File: config.mk
export PLATFORM = sky130hd
export DESIGN_NAME = ysyx_25040111_rfctl
export DESIGN_NICKNAME = d
export VERILOG_FILES = /design/src/rtl/ysyx_25040111_rfctl.sv
export SDC_FILE = /design/constraint.sdc
export NUM_CORES = 1
export LEC_CHECK = 0
export BUFFER_PORTS_ARGS = -buffer_cell sky130_fd_sc_hd__buf_4
export CORE_MARGIN = 2
export CORE_UTILIZATION = 46
export DETAILED_ROUTE_END_ITERATION = 12
export PLACE_DENSITY_LB_ADDON = 0.12
export SLEW_MARGIN = 15
export SYNTH_ARGS = -nofsm -noshare
export SYNTH_HDL_FRONTEND = slang
export SYNTH_SLANG_ARGS = --single-unit
File: constraint.sdc
create_clock -name clock -period 5 [get_ports clock]
set_input_delay 0 -clock clock [delete_from_list [all_inputs] [get_ports clock]]
set_output_delay 0 -clock clock [all_outputs]
set_load 0.02 [all_outputs]
File: src/rtl/ysyx_25040111_rfctl.sv
// Register-file write-port arbiter (round-robin EXU/LSU) and RAW/WAW scoreboard for RV32E.
// Optional performance counters are enabled with `define YSYX_25040111_RFCTL_PERF_EN.
module ysyx_25040111_rfctl (
    input  logic        clock,
    input  logic        reset_n,
    input  logic        iss_valid,
    input  logic [1:0]  iss_ren,
    input  logic [3:0]  iss_rs1,
    input  logic [3:0]  iss_rs2,
    input  logic [3:0]  iss_rd,
    input  logic        iss_wr,
    output logic        iss_ready,
    input  logic        exu_valid,
    output logic        exu_ready,
    input  logic [3:0]  exu_waddr,
    input  logic [31:0] exu_wdata,
    input  logic        lsu_valid,
    output logic        lsu_ready,
    input  logic [3:0]  lsu_waddr,
    input  logic [31:0] lsu_wdata,
    input  logic        flush,
    output logic        rf_wen,
    output logic [3:0]  rf_waddr,
    output logic [31:0] rf_wdata,
    output logic [1:0]  rf_ren,
    output logic        err,
    output logic [31:0] perf_stall,
    output logic [31:0] perf_conflict
);

    logic [15:0] busy_reg;
    logic [15:0] busy_next;
    logic [15:0] clr_vec;
    logic [15:0] set_vec;
    logic [15:0] busy_eff;
    logic        rr_reg;
    logic        flush_d_reg;
    logic        err_reg;
    logic        exu_gnt;
    logic        lsu_gnt;
    logic        gnt_any;
    logic [3:0]  gnt_addr;
    logic [31:0] gnt_data;
    logic        raw_hit;
    logic        waw_hit;
    logic        iss_fire;
    logic        err_hit;

    // Grants are suppressed while reset is held so nothing reaches the register file.
    always_comb begin
        exu_gnt  = reset_n & exu_valid & (~lsu_valid | ~rr_reg);
        lsu_gnt  = reset_n & lsu_valid & (~exu_valid | rr_reg);
        gnt_any  = exu_gnt | lsu_gnt;
        gnt_addr = 4'd0;
        gnt_data = 32'd0;
        if (exu_gnt) begin
            gnt_addr = exu_waddr;
            gnt_data = exu_wdata;
        end else if (lsu_gnt) begin
            gnt_addr = lsu_waddr;
            gnt_data = lsu_wdata;
        end
    end

    assign exu_ready = exu_gnt;
    assign lsu_ready = lsu_gnt;
    assign rf_wen    = gnt_any & (gnt_addr != 4'd0);
    assign rf_waddr  = gnt_addr;
    assign rf_wdata  = gnt_data;
    assign rf_ren    = iss_ren & {2{iss_valid & reset_n}};

    genvar gi;
    generate
        for (gi = 0; gi < 16; gi++) begin : g_sb
            assign clr_vec[gi]  = gnt_any & (gnt_addr == 4'(gi));
            assign set_vec[gi]  = iss_fire & iss_wr & (iss_rd == 4'(gi));
            assign busy_eff[gi] = busy_reg[gi] & ~clr_vec[gi];
        end
    endgenerate

    // A same-cycle writeback releases its register; the register file forwards wdata.
    assign raw_hit   = (iss_ren[0] & busy_eff[iss_rs1]) | (iss_ren[1] & busy_eff[iss_rs2]);
    assign waw_hit   = iss_wr & busy_eff[iss_rd];
    assign iss_ready = ~reset_n | (~flush & ~raw_hit & ~waw_hit);
    assign iss_fire  = iss_valid & iss_ready & reset_n;

    always_comb begin
        if (flush) begin
            busy_next = 16'd0;
        end else begin
            busy_next = (busy_reg & ~clr_vec) | set_vec;
        end
        busy_next[0] = 1'b0;
    end

    assign err_hit = gnt_any & (gnt_addr != 4'd0) & ~busy_reg[gnt_addr] & ~flush & ~flush_d_reg;

    always_ff @(posedge clock or negedge reset_n) begin
        if (!reset_n) begin
            busy_reg    <= 16'd0;
            rr_reg      <= 1'b0;
            flush_d_reg <= 1'b0;
            err_reg     <= 1'b0;
        end else begin
            busy_reg    <= busy_next;
            flush_d_reg <= flush;
            if (exu_valid & lsu_valid) begin
                rr_reg <= ~rr_reg;
            end
            if (err_hit) begin
                err_reg <= 1'b1;
            end
        end
    end

    assign err = err_reg;

`ifdef YSYX_25040111_RFCTL_PERF_EN
    logic [31:0] stall_cnt_reg;
    logic [31:0] conflict_cnt_reg;

    always_ff @(posedge clock or negedge reset_n) begin
        if (!reset_n) begin
            stall_cnt_reg    <= 32'd0;
            conflict_cnt_reg <= 32'd0;
        end else begin
            if (iss_valid & ~iss_ready & ~flush) begin
                stall_cnt_reg <= stall_cnt_reg + 32'd1;
            end
            if (exu_valid & lsu_valid) begin
                conflict_cnt_reg <= conflict_cnt_reg + 32'd1;
            end
        end
    end

    assign perf_stall    = stall_cnt_reg;
    assign perf_conflict = conflict_cnt_reg;
`else
    assign perf_stall    = 32'd0;
    assign perf_conflict = 32'd0;
`endif

endmodule

==> impl_results.md <==
* Critical Path, Cell by Cell: dlygate4sd3_1 -> buf_4 -> and2_1 -> a32oi_4 -> inv_4 -> nand3_2 -> o21ai_2 -> mux2i_1 -> a311oi_2 -> nand2_2 -> o21ai_1 -> buf_4
* Total Routing Usage GR at 27.96%
* IO Count at 200
* Longest Clk Path Bufs at 2
* Number of flops mapped to enable cells by yosys at 0
* Die area at 6882 um^2
* MaxCap Viol Count at 0
* Root buf cell: clkbuf_8
* Postcts setup bufs at 0
* CP endpoint kind: output pin
* Seq cells post-synth at 18
* Power Dens Cells at 190.2 nW/um^2
* Placed cells at 556
* Setup TNS at 0 ns
* Layout area overhead at 28.97%
* Crit share post-route at 74.20%
* Unrepaired setup endpoints after global routing: false
* CTS tree: built
* Final hold slack at 0.04657 ns
* First-pass GRT wire length at 15.93 mm
* TritonCTS buffer count at 3
* Worst-case headroom to the max-slew limit at 29.46%
* Initial core utilization at 48.15%
* Run status: completed
* Crit path top cell by count: buf_4
* Seq/Total Area, Yosys at 15.71%
* Crit Path Class: primary input to output pin
* Clk sinks at 18
* Fillers at 537
* Setup violators final at 0
* Placer Congestion at 1.121
* Core ar. at 5956 um^2
* Crit-path max FO at 33
* FFs w/ async S/R, synth at 100.0%
* Top_reg_cell synth: dfrtp_1
* Routed WL per cell at 18.08 um
* Avg Cell Area, Syn at 7.751 um^2
* Vias at 3,288
* ANT cells at 0
* DRC at 0
* Design Power at 703.5 uW
* Netlist cell types at 61
* Antenna violations before repair at 0
* DRT iter0 DRCs at 286
* H-Tree Level Count at 1
* Row Count at 28
* Reg area at 450.4 um^2
* Die Y at 82.96 um
* CP max stage cell: a311oi_2
* Fmax at 269.6 MHz
* Drt via density at 5.851
* Pre-antenna DRT Iters at 5
* Slew @ Worst Pin at 1.058 ns
* # port buffers at 135
* Total congestion overflow at 0
* WL final at 10.16 mm
* Fin nets at 581
* Antenna viol nets, final at 0
* Clk Latency, worst-skew pair at 0.26 ns
* Die width at 82.96 um
* VDD IR-drop max at 0.1001 mV
* Hpwl dp at 7.743 mm
* Post-Layout Cell Count at 562
* Final Hold Fails at 0
* Minimum clock period at 3.710 ns
* Layout cells sized above 1 at 34.70%
* CP peak stage delay at 0.93 ns
* Max-slew violation count at 0
* Leak at 0.001688 uW
* Largest net degree at the start of global routing at 34
* Max reg flops at 15
* Worst Path Arrival at 3.71 ns
* Critical Path Source Type: primary input
* Worst-path clk slew at 0.07 ns
* Multi-input gate area at 2014 um^2
* Worst hold-check path type: primary input to flop
* YS warnings at 0
* Syn Inst Count at 370
* Clock Skews at 0.001217 ns
* Vias in the first global route at 2,951
* CP required at 5.00 ns
* Syn Std Cell Area at 2868 um^2
## power breakdown
part,internal [uW],switching [uW],leakage (uW)
Combinational,163,258,0.00142
Sequential,150,8.98,0.000242
Clock,70.2,53.2,0.0000288
Total,384,320,0.00169
## per-stage QoR
| step | cell area (um^2) | worst slack (ns) | util [%] |
|---|---|---|---|
| global route | 3699 | 0.9542 | 62.10 |
| floorplan | 3104 | 2.580 | - |
| CTS | 3694 | 1.352 | 62.02 |
| detailed placement | 3618 | 1.792 | 60.76 |
| finish | 3699 | 1.290 | 62.10 |
| global placement | 3618 | 1.843 | 60.76 |
## synth_stat cells (3+ instances only)
library cell / number / area, um^2
nand4_1: 3 / 18.77
o211ai_1: 20 / 150.1
and2_1: 5 / 31.28
mux2i_1: 7 / 70.07
nand2b_1: 12 / 75.07
buf_2: 3 / 15.01
nand3_1: 16 / 80.08
and3_1: 5 / 31.28
nor4_1: 5 / 31.28
o21ai_1: 17 / 85.08
clkbuf_1: 14 / 52.55
o31ai_1: 5 / 37.54
nor3_1: 14 / 70.07
o21ai_0: 8 / 40.04
buf_4: 67 / 503.0
a22o_1: 32 / 280.3
inv_1: 8 / 30.03
a21oi_1: 3 / 15.01
nand2_1: 25 / 93.84
o211ai_2: 3 / 37.54
nor2b_1: 7 / 43.79
buf_6: 3 / 33.78
o2111ai_1: 6 / 52.55
o21ai_2: 5 / 43.79
dfrtp_1: 18 / 450.4
o22ai_1: 5 / 31.28
nor2_1: 11 / 41.29
## final cells by class
type | instances | share of cell area, %
Multi-Input combinational cell | 316 | 54.47
Timing Repair Buffer | 138 | 28.15
Sequential cell | 18 | 12.18
Tap cell | 75 | 2.537
Clock buffer | 4 | 1.488
Inverter | 11 | 1.184
## per-layer routing
metal | vias up | global-route usage (%) | part of all wire [%]
li1 | 1504 | - | -
met1 | 1487 | 39.99 | 42
met2 | 277 | 41.79 | 44
met3 | 20 | 7.853 | 13
met4 | 0 | 6.110 | 1.5
met5 | - | 0 | 0
## path summary, 6_finish.rpt
path / from / end / slack [ns] / cells past startpoint
min in group asynchronous: reset_n / busy_reg[6]$_DFF_PN0_ / 0.21 / 2
max in group asynchronous: reset_n / busy_reg[1]$_DFF_PN0_ / 4.50 / 2
hold / removal: exu_valid / rr_reg$_DFFE_PN0P_ / 0.05 / 3
setup / recovery: reset_n / iss_ready / 1.29 / 12
setup reg to reg: rr_reg$_DFFE_PN0P_ / busy_reg[15]$_DFF_PN0_ / 1.68 / 8
hold reg to reg: flush_d_reg$_DFF_PN0_ / err$_DFFE_PN0P_ / 0.44 / 1
## kinds of logic (layout without fill, tap and decap cells)
logic type      count (synthesis)  in the layout  share of synthesized area (%)
flops                          18             18                          15.71
buf+inv                        99            153                          22.73
mux                             8              8                          2.836
simple gates                  115            115                          21.77
other cells                     1             64                         0.1308
compound gates                127            127                          36.21
xor+xnor                        2              2                         0.6109
## layout by cell type, fill, tap and decap left out, drive strengths merged, types with 6 or more instances in the layout
cell and instances:
nor2 11, conb 64, nor3 14, nor2b 7, o21ai 30, o2111ai 6, a22o 32, nand2 26
dfrtp 18, o211ai 23, nand2b 13, nand3 19, mux2i 7, inv 11, buf 136
## what timing repair did
item | CTS | global route
endpoints found under the hold margin | 22 | 0
hold buffers | 2 | 0
resized for setup | 0 | 0
## critical path: cells and delay by family
family	cells	cell delay, ns
buffers and inverters	4	1.22
multiplexers	1	0.14
AO/OA/AOI/OAI	4	1.65
AND/OR/NAND/NOR	3	0.67
No activity file was read; power rests on OpenSTA's default activity.
